===== config.mk =====
export PLATFORM = sky130hd
export DESIGN_NAME = pipeline_regs
export DESIGN_NICKNAME = d
export VERILOG_FILES = /design/src/rtl/riscv_pkg.sv /design/src/rtl/pipe_reg.sv /design/src/rtl/pipeline_regs.sv
export SDC_FILE = /design/constraint.sdc
export NUM_CORES = 1
export LEC_CHECK = 0
export CAP_MARGIN = 25
export CORE_AREA = 2 2 341 343
export CTS_CLUSTER_DIAMETER = 120
export CTS_CLUSTER_SIZE = 30
export DETAILED_ROUTE_END_ITERATION = 10
export DIE_AREA = 0 0 343 345
export GPL_TIMING_DRIVEN = 1
export SLEW_MARGIN = 20
export SYNTH_ARGS = -nofsm -noshare
export SYNTH_HDL_FRONTEND = slang
export SYNTH_SLANG_ARGS = --single-unit

===== constraint.sdc =====
create_clock -name clk -period 3.7 [get_ports clk]
set_clock_uncertainty 0.1 [all_clocks]
set_input_delay 0.555 -clock clk [delete_from_list [all_inputs] [get_ports clk]]
set_output_delay 0.555 -clock clk [all_outputs]
set_load 0.01 [all_outputs]

===== src/rtl/riscv_pkg.sv =====
// Shared widths and control-vector field positions for the five-stage pipeline registers.
package riscv_pkg;

  localparam int CTRL_W = 10;
  localparam int CNT_W  = 16;

  // CtrlD/CtrlE = {RegWrite, ResultSrc[1:0], MemWrite, Jump, Branch, ALUSrc, ALUControl[2:0]}
  localparam int REGWRITE_BIT  = 9;
  localparam int RESSRC_HI     = 8;
  localparam int RESSRC_LO     = 7;
  localparam int MEMWRITE_BIT  = 6;
  localparam int JUMP_BIT      = 5;
  localparam int BRANCH_BIT    = 4;
  localparam int ALUSRC_BIT    = 3;
  localparam int ALUCTRL_HI    = 2;
  localparam int ALUCTRL_LO    = 0;

  localparam logic [CNT_W-1:0] CNT_MAX = '1;

  function automatic logic [CNT_W-1:0] sat_inc(input logic [CNT_W-1:0] value);
    return (value == CNT_MAX) ? value : value + 1'b1;
  endfunction

endpackage


===== src/rtl/pipe_reg.sv =====
// Generic pipeline register: async active-low reset, synchronous clear that beats enable.
module pipe_reg #(
  parameter int W = 32,
  parameter logic [W-1:0] RESET_VAL = '0
) (
  input  logic         clk,
  input  logic         rst_n,
  input  logic         en,
  input  logic         clr,
  input  logic [W-1:0] d,
  output logic [W-1:0] q
);

  always_ff @(posedge clk or negedge rst_n) begin
    if (!rst_n)   q <= RESET_VAL;
    else if (clr) q <= '0;
    else if (en)  q <= d;
  end

endmodule


===== src/rtl/pipeline_regs.sv =====
// Inter-stage registers of a five-stage RISC-V core plus saturating stall/flush event counters.
module pipeline_regs
  import riscv_pkg::*;
#(
  parameter int XLEN = 32,
  parameter logic [XLEN-1:0] RESET_PC = 32'h0000_0000
) (
  input  logic              clk,
  input  logic              rst_n,
  input  logic              StallF,
  input  logic              StallD,
  input  logic              FlushD,
  input  logic              FlushE,
  input  logic [XLEN-1:0]   PCNextF,
  output logic [XLEN-1:0]   PCF,
  input  logic [XLEN-1:0]   InstrF,
  input  logic [XLEN-1:0]   PCPlus4F,
  output logic [XLEN-1:0]   InstrD,
  output logic [XLEN-1:0]   PCD,
  output logic [XLEN-1:0]   PCPlus4D,
  input  logic [CTRL_W-1:0] CtrlD,
  input  logic [4:0]        Rs1D,
  input  logic [4:0]        Rs2D,
  input  logic [4:0]        RdD,
  input  logic [XLEN-1:0]   RD1D,
  input  logic [XLEN-1:0]   RD2D,
  input  logic [XLEN-1:0]   ImmExtD,
  output logic [CTRL_W-1:0] CtrlE,
  output logic [4:0]        Rs1E,
  output logic [4:0]        Rs2E,
  output logic [4:0]        RdE,
  output logic [XLEN-1:0]   RD1E,
  output logic [XLEN-1:0]   RD2E,
  output logic [XLEN-1:0]   ImmExtE,
  output logic [XLEN-1:0]   PCE,
  output logic [XLEN-1:0]   PCPlus4E,
  input  logic [XLEN-1:0]   ALUResultE,
  input  logic [XLEN-1:0]   WriteDataE,
  output logic [XLEN-1:0]   ALUResultM,
  output logic [XLEN-1:0]   WriteDataM,
  output logic [XLEN-1:0]   PCPlus4M,
  output logic [4:0]        RdM,
  output logic              RegWriteM,
  output logic              MemWriteM,
  output logic [1:0]        ResultSrcM,
  input  logic [XLEN-1:0]   ReadDataM,
  output logic [XLEN-1:0]   ALUResultW,
  output logic [XLEN-1:0]   ReadDataW,
  output logic [XLEN-1:0]   PCPlus4W,
  output logic [4:0]        RdW,
  output logic              RegWriteW,
  output logic [1:0]        ResultSrcW,
  output logic [CNT_W-1:0]  StallCount,
  output logic [CNT_W-1:0]  FlushCount
);

  localparam int D_W = 3 * XLEN;
  localparam int E_W = CTRL_W + 15 + 5 * XLEN;
  localparam int M_W = 4 + 5 + 3 * XLEN;
  localparam int W_W = 3 + 5 + 3 * XLEN;

  logic [D_W-1:0] d_q;
  logic [E_W-1:0] e_q;
  logic [M_W-1:0] m_q;
  logic [W_W-1:0] w_q;

  pipe_reg #(.W(XLEN), .RESET_VAL(RESET_PC)) u_pc_reg (
    .clk(clk), .rst_n(rst_n), .en(!StallF), .clr(1'b0), .d(PCNextF), .q(PCF)
  );

  pipe_reg #(.W(D_W)) u_if_id (
    .clk(clk), .rst_n(rst_n), .en(!StallD), .clr(FlushD),
    .d({InstrF, PCF, PCPlus4F}), .q(d_q)
  );
  assign {InstrD, PCD, PCPlus4D} = d_q;

  // No stall here: a held decode is turned into a bubble by the hazard unit via FlushE.
  pipe_reg #(.W(E_W)) u_id_ex (
    .clk(clk), .rst_n(rst_n), .en(1'b1), .clr(FlushE),
    .d({CtrlD, Rs1D, Rs2D, RdD, RD1D, RD2D, ImmExtD, PCD, PCPlus4D}), .q(e_q)
  );
  assign {CtrlE, Rs1E, Rs2E, RdE, RD1E, RD2E, ImmExtE, PCE, PCPlus4E} = e_q;

  pipe_reg #(.W(M_W)) u_ex_mem (
    .clk(clk), .rst_n(rst_n), .en(1'b1), .clr(1'b0),
    .d({CtrlE[REGWRITE_BIT], CtrlE[RESSRC_HI:RESSRC_LO], CtrlE[MEMWRITE_BIT],
        RdE, ALUResultE, WriteDataE, PCPlus4E}),
    .q(m_q)
  );
  assign {RegWriteM, ResultSrcM, MemWriteM, RdM, ALUResultM, WriteDataM, PCPlus4M} = m_q;

  pipe_reg #(.W(W_W)) u_mem_wb (
    .clk(clk), .rst_n(rst_n), .en(1'b1), .clr(1'b0),
    .d({RegWriteM, ResultSrcM, RdM, ALUResultM, ReadDataM, PCPlus4M}), .q(w_q)
  );
  assign {RegWriteW, ResultSrcW, RdW, ALUResultW, ReadDataW, PCPlus4W} = w_q;

  // A flush during a stall is the stall's own bubble, so it is not counted as a flush.
  always_ff @(posedge clk or negedge rst_n) begin
    if (!rst_n) begin
      StallCount <= '0;
      FlushCount <= '0;
    end else begin
      if (StallD)            StallCount <= sat_inc(StallCount);
      if (FlushE && !StallD) FlushCount <= sat_inc(FlushCount);
    end
  end

endmodule


==> flow_metrics.env <==
export IMPL_status="complete, no violations"
export IMPL_setup_violations=0
export IMPL_timing_rr_start="FlushCount[9]$_DFFE_PN0P_"
export IMPL_seq_area_frac_synth_pct=78.3
export IMPL_fin_util_pct=25.4
export IMPL_cts_tree="built"
export IMPL_whs_endpoint="u_id_ex.q[90]$_DFF_PN0_"
export IMPL_p_comb_share_pct=16.8
export IMPL_place_inst=3504
export IMPL_hp_class="in -> reg"
export IMPL_cts_buffer_depth=3
export IMPL_fp_dieW_um=343
export IMPL_cp_buffers_inverters=1
export IMPL_max_freq_ghz=0.386
export IMPL_maxSlewHeadroom_pct=30.3
export IMPL_diodes=0
export IMPL_finalCritPeriodShare_pct=70.1
export IMPL_switchingPower_uw=3300
export IMPL_r2r_cells=4
export IMPL_hold_start="FlushE"
export IMPL_cts_root_buf="clkbuf_16"
export IMPL_synth_ff_type="dfrtp_1"
export IMPL_ys_types=41
export IMPL_via_per_inst=3.40
export IMPL_drc=0
export IMPL_cts_num_sinks=554
export IMPL_hpwl_um=49500
export IMPL_cp_start_kind="flop"
export IMPL_critPathSlowestCell="clkdlybuf4s50_1"
export IMPL_post_cts_resized=0
export IMPL_finalMaxSlewViolations=0
export IMPL_core_rowCount=125
export IMPL_wl_um=64500
export IMPL_wl_per_cell_um=18.2
export IMPL_area_delta_synth_final_pct=64.8
export IMPL_synth_edff_count=0
export IMPL_fin_cells=3538
export IMPL_min_path_cells=2
export IMPL_reg2reg_setup_slack_ns=1.68
export IMPL_synth_warnings=0
export IMPL_crit_path_end_kind="output port"
export IMPL_reg2reg_to="FlushCount[1]$_DFFE_PN0P_"
export IMPL_cts_buffers_inserted=25
export IMPL_crit_type="reg -> out"
export IMPL_netlist_area_sq_mm=0.0177
export IMPL_ant_nets=0
export IMPL_critPathMaxStageDelay_ns=0.80
export IMPL_synthCells=1133
export IMPL_p_leak_uw=0.0124
export IMPL_clk_pin_slew_ns=0.11
export IMPL_seq_power_share_pct=54.9
export IMPL_drive_gt1_share_pct=5.16
export IMPL_h_tree_depth=1
export IMPL_async_flop_share_pct=100
export IMPL_finalHoldViolations=0
export IMPL_place_congestion=0.802
export IMPL_cts_hold_buffers=1
export IMPL_dieHeight_um=345
export IMPL_antenna_found_initial=9
export IMPL_route_vias_total=12018
export IMPL_fp_coreArea_sq_mm=0.115
export IMPL_netSwitchingFraction_pct=27.0
export IMPL_dp_slack_ns=1.48
export IMPL_nets=2329
export IMPL_crit_fanout=4
export IMPL_worst_pin_slew_ns=1.05
export IMPL_start_util_pct=15.4
export IMPL_intPower_uw=8900
export IMPL_crit_required_ns=3.04
export IMPL_fin_crit_ns=2.59
export IMPL_drv_cap=0
export IMPL_portBuffers=872
export IMPL_setup_ws_ns=1.11
export IMPL_grt_pass1_vias=12630
export IMPL_grt_setup_unrepaired="no"
export IMPL_synth_area_per_cell_sq_um=15.6
export IMPL_cp_startpoint="StallCount[14]$_DFFE_PN0P_"
export IMPL_synth_nets=1454
export IMPL_grt_pass1_wl_um=91600
export IMPL_overflow=0
export IMPL_fillers=12065
export IMPL_p_clk_share_pct=28.3
export IMPL_p_per_area_mw_per_mm2=418
export IMPL_post_cts_setup_buffers=0
export IMPL_grt_max_degree=97
export IMPL_clk_latency_ns=0.64
export IMPL_crit_path_cell_trace="clkdlybuf4s50_1"
export IMPL_grt_usage_pct=10.5
export IMPL_first_pass_iters=4
export IMPL_cp_top_family="buffers and inverters"
export IMPL_crit_arrival_ns=1.94
export IMPL_peakVddDrop_v=0.000388
export IMPL_fin_setup_tns_ns=0
export IMPL_die_area_sq_mm=0.118
export IMPL_drtIter0Drc=466
export IMPL_ioPinCount=873
export IMPL_synth_seq_cells=554
-- cell families after synthesis --
kind of cell | share of synthesized area, %
buffers and inverters | 1.34
XOR/XNOR | 0.989
multiplexers | 7.79
AO/OA/AOI/OAI | 0.664
adder cells (fa/ha/maj) | 0.141
flip-flops | 78.3
AND/OR/NAND/NOR | 10.8
-- how the worst max path moves through the flow --
stage | slack, ns | cells past startpoint | end
final | 1.11 | 1 | StallCount[14]
after global routing | 0.91 | 1 | StallCount[3]
after CTS | 1.01 | 1 | StallCount[3]
after detailed placement | 1.48 | 5 | FlushCount[15]$_DFFE_PN0P_
after global placement | 1.42 | 5 | FlushCount[15]$_DFFE_PN0P_
after floorplan | 1.76 | 5 | FlushCount[1]$_DFFE_PN0P_
-- power groups by stage --
stage               clock [uW]  combinational [uW]  sequential, uW
detailed placement           0                2100            6820
floorplan                    0                 405            6930
CTS                       3650                2120            6710
finish                    3450                2040            6700
global route              3840                2250            6760
global placement             0                2110            6800
-- worst register-to-register path: stages, from the launching register on --
cell and delay [ns]:
dfrtp_1 0.45, nand4_2 0.19, or4_1 0.67, and2_4 0.23, mux2_4 0.29
-- synth_stat cells (2+ instances only) --
library cell / number / area share, %
dfrtp_1: 554 / 78
nor2b_1: 186 / 6.6
nor2_1: 106 / 2.2
mux2i_1: 97 / 5.5
clkbuf_1: 36 / 0.76
mux2_2: 35 / 2.2
nand3_1: 16 / 0.45
nand2_1: 15 / 0.32
xnor2_1: 15 / 0.74
buf_2: 10 / 0.28
nand4_1: 9 / 0.32
a21oi_1: 8 / 0.23
xor2_1: 5 / 0.25
and4_1: 4 / 0.20
and3_1: 3 / 0.11
buf_1: 3 / 0.064
nor3_1: 3 / 0.085
a31oi_1: 2 / 0.071
ha_1: 2 / 0.14
o21a_1: 2 / 0.085
o21ai_0: 2 / 0.057
-- metal layers --
layer	up-vias	wire (um)	track usage (%)	part of all wire, %
met3	62	7060	4.45	11
li1	5374	-	-	-
met2	524	31400	17.9	49
met4	12	1590	2.42	2.5
met5	-	91	0	0.14
met1	6046	24300	12.1	38
-- metrics by stage --
step	total power, uW	cell area (sq um)	hold WS (ns)
2_1_floorplan	7340	17700	0.159
3_3_place_gp	8910	28400	0.256
3_5_place_dp	8930	28400	0.257
4_1_cts	12500	29200	0.143
5_1_grt	12800	29200	0.176
6_report	12200	29200	0.208
-- state kept, by name, summed over array words and instances, names as in the netlist --
register    cells
u_id_ex.q     185
u_ex_mem.q    105
u_mem_wb.q    104
u_if_id.q      96
u_pc_reg.q     32
FlushCount     16
StallCount     16
-- cell type report --
cell class                 instances  area [sq um]  share of cell area (%)
inverter                           1          3.75                  0.0129
multi-input combinational        527          3610                    12.4
sequential                       554         13900                    47.5
clock buffer                      26           639                    2.19
tap                             1524          1910                    6.53
timing repair buffer             899          9030                    30.9
clock inverter                     7           141                   0.484
-- cells in the final DEF (no fill, tap or decap), types with 4 or more instances in the layout --
cell type and instances:
xnor2_1 15, nand4_1 9, nand2_1 15, clkbuf_16 25
dfrtp_1 554, nor2b_1 186, xor2_1 5, and4_1 4
mux2_2 35, nand3_1 16, mux2i_1 97, buf_12 8
buf_4 19, nor2_1 106, a21oi_1 8, clkdlybuf4s50_1 867
Power figures use the tool's default switching activity.
==> RTL edit (same settings) <==
The package constant `CNT_W` goes from 16 to 32.
--- a/src/rtl/riscv_pkg.sv
+++ b/src/rtl/riscv_pkg.sv
@@ -2,7 +2,7 @@
 package riscv_pkg;
 
   localparam int CTRL_W = 10;
-  localparam int CNT_W  = 16;
+  localparam int CNT_W  = 32;
 
   // CtrlD/CtrlE = {RegWrite, ResultSrc[1:0], MemWrite, Jump, Branch, ALUSrc, ALUControl[2:0]}
   localparam int REGWRITE_BIT  = 9;
Ports: changed (resized FlushCount and StallCount); port bits go from 873 to 905. The function was not compared with the original's and may differ.
==> RTL edit against the unedited design <==
Synthesized area up 8.5%. Worst setup slack worse by 43 ps. Wire length is 5.4% higher. Critical endpoint is now PCPlus4D[2]. Final area rose by 6.5%. Sequential power up 5.1%. Total power grew 3.2%. Global-route usage rose by 0.52 points. Sequential cell count up 32.
==> RTL edit: results (changes against the unedited design) <==
The logs give 13800 (was 12600) for the via count of the first global-routing pass and 35 (was 41) for the number of distinct library cells after synthesis. The leakage power summed over all cells is 13.3 nW (was 12.4 nW). The startpoint of the worst register-to-register path was StallCount[0] (was FlushCount[9]). Deepest level of the CTS H-tree: 1 (unchanged). The CTS clock-pin slew for the worst setup and hold paths works out to 110 ps (about the same).

Register area share after synthesis: 0.763 (was 0.783). The type of the most critical hold path is input port to flop (unchanged). The residual overflow from global routing was 0 (unchanged). The logs give 124 (was 97) for the largest net degree at the start of global routing and 0.0192 mm^2 (was 0.0177 mm^2) for the post-synthesis cell area. The async set-or-reset flop fraction in the synthesized netlist was 1.00 (unchanged); the HPWL reported at the end of detailed placement was 52700 um (was 49500 um). Top cells by count, synth: dfrtp_1, nor2b_1, nor2_1, mux2i_1, xnor2_1 (was dfrtp_1, nor2b_1, nor2_1, mux2i_1, clkbuf_1). The wire length after detailed routing is 68000 um (was 64500 um). The run finished with clean final reports.

Largest cells by area after synthesis: dfrtp_1, nor2b_1, mux2i_1 (unchanged). The slew of the pin with the lowest slew margin is 945 ps (was 1050 ps). The critical path data arrival time was 1980 ps (was 1940 ps); the post-layout net count was 2498 (was 2329). The run gives 545 (was 466) as the first-iteration detailed-routing DRC count.

The tools report the net count after synthesis as 1586 (was 1454). The root buffer selected by CTS was clkbuf_16 (unchanged). The longest individual stage delay on the worst path works out to 690 ps (was 800 ps). The count of buffers added by post-CTS timing repair for setup is 0 (unchanged), and the port buffer count is 904 (was 872).

The origin of the worst setup path is u_if_id.q[2] (was StallCount[14]). The biggest fanout along the worst timing path is 3 (was 4). The share of post-route cells with drive strength above 1 works out to 0.0513 (was 0.0516). The logs give 1 (unchanged) for the cts-stage hold buffer count and 4 (unchanged) for the first-pass iteration count of the detailed router.

The number of fill cells in the layout came out at 11900 (was 12100). For the maximum vdd ir drop, the log shows 306 uV (was 388 uV). For the weighted congestion reported at the end of routability-driven placement, the log shows 0.839 (was 0.802).

The global-route wire length before repair is 98100 um (was 91600 um), and the overall routing resource usage is 0.110 (was 0.105). The slowest cell on the critical path is clkdlybuf4s50_1 (unchanged). The worst-skew pair later-pin latency is 620 ps (was 640 ps), and the average via count per standard cell is 3.55 (was 3.40).

The tools report the number of antenna violations at the first check in global routing as 5 (was 9). Regs by FF count: u_id_ex.q: 185 flops, u_ex_mem.q: 105 flops, u_mem_wb.q: 104 flops (unchanged).
==> RTL edit: metal layers <==
| metal | global-route usage | up-vias | part of all wire |
|---|---|---|---|
| met5 | 0 | - | 0.00019 |
| met4 | 0.0288 | 2 | 0.023 |
| met3 | 0.0293 | 61 | 0.083 |
| met2 | 0.191 | 539 | 0.49 |
| met1 | 0.134 | 6629 | 0.40 |
| li1 | - | 5928 | - |
==> RTL edit: final cells by class <==
class | count | area [um^2] | area share
inverter | 1 | 3.75 | 0.000121
timing repair buffer | 935 | 9370 | 0.301
antenna | 1 | 2.50 | 0.0000805
clock buffer | 26 | 629 | 0.0202
clock inverter | 8 | 154 | 0.00495
tap | 1524 | 1910 | 0.0613
sequential | 586 | 14700 | 0.472
multi-input combinational | 628 | 4360 | 0.140
==> RTL edit: kinds of logic (layout without fill, tap and decap cells) <==
family                     Yosys count  count (layout)  synth area share
adders and majority gates            2               2           0.00130
muxes                              130             130            0.0699
AOI/OAI and AO/OA                    9               9           0.00351
buffers and inverters               51             970            0.0107
xor gates and xnor gates            60              60            0.0273
and+or+nand+nor                    427             427             0.125
DFF                                586             586             0.763
other                                0               1                 0
==> RTL edit: report_power, final <==
part | total (mW) | internal (mW) | switching, mW
Clock | 3.55 | 1.42 | 2.13
Sequential | 7.04 | 6.77 | 0.275
Combinational | 1.99 | 1.15 | 0.848
Total | 12.6 | 9.33 | 3.25
==> RTL edit: per-stage QoR <==
| stage | util | setup slack, ps | std cells | instance area [um^2] |
|---|---|---|---|---|
| global placement | 0.263 | 1220 | 3673 | 30300 |
| global route | 0.270 | 987 | 3708 | 31100 |
| finish | 0.270 | 1060 | 3709 | 31100 |
| CTS | 0.270 | 985 | 3708 | 31100 |
| floorplan | - | 1620 | 1265 | 19200 |
| detailed placement | 0.263 | 1250 | 3673 | 30300 |
==> RTL edit: final timing paths <==
kind                            cells after the start             end  slack [ps]
worst max-delay path                                1     PCPlus4D[2]        1060
worst min-delay path                                2    u_id_ex.q[4]         150
worst max register to register                      6  StallCount[21]        1230
worst min register to register                      0   u_mem_wb.q[6]         260
max in group asynchronous                           3  u_ex_mem.q[25]        2060
min in group asynchronous                           2  u_ex_mem.q[52]         460
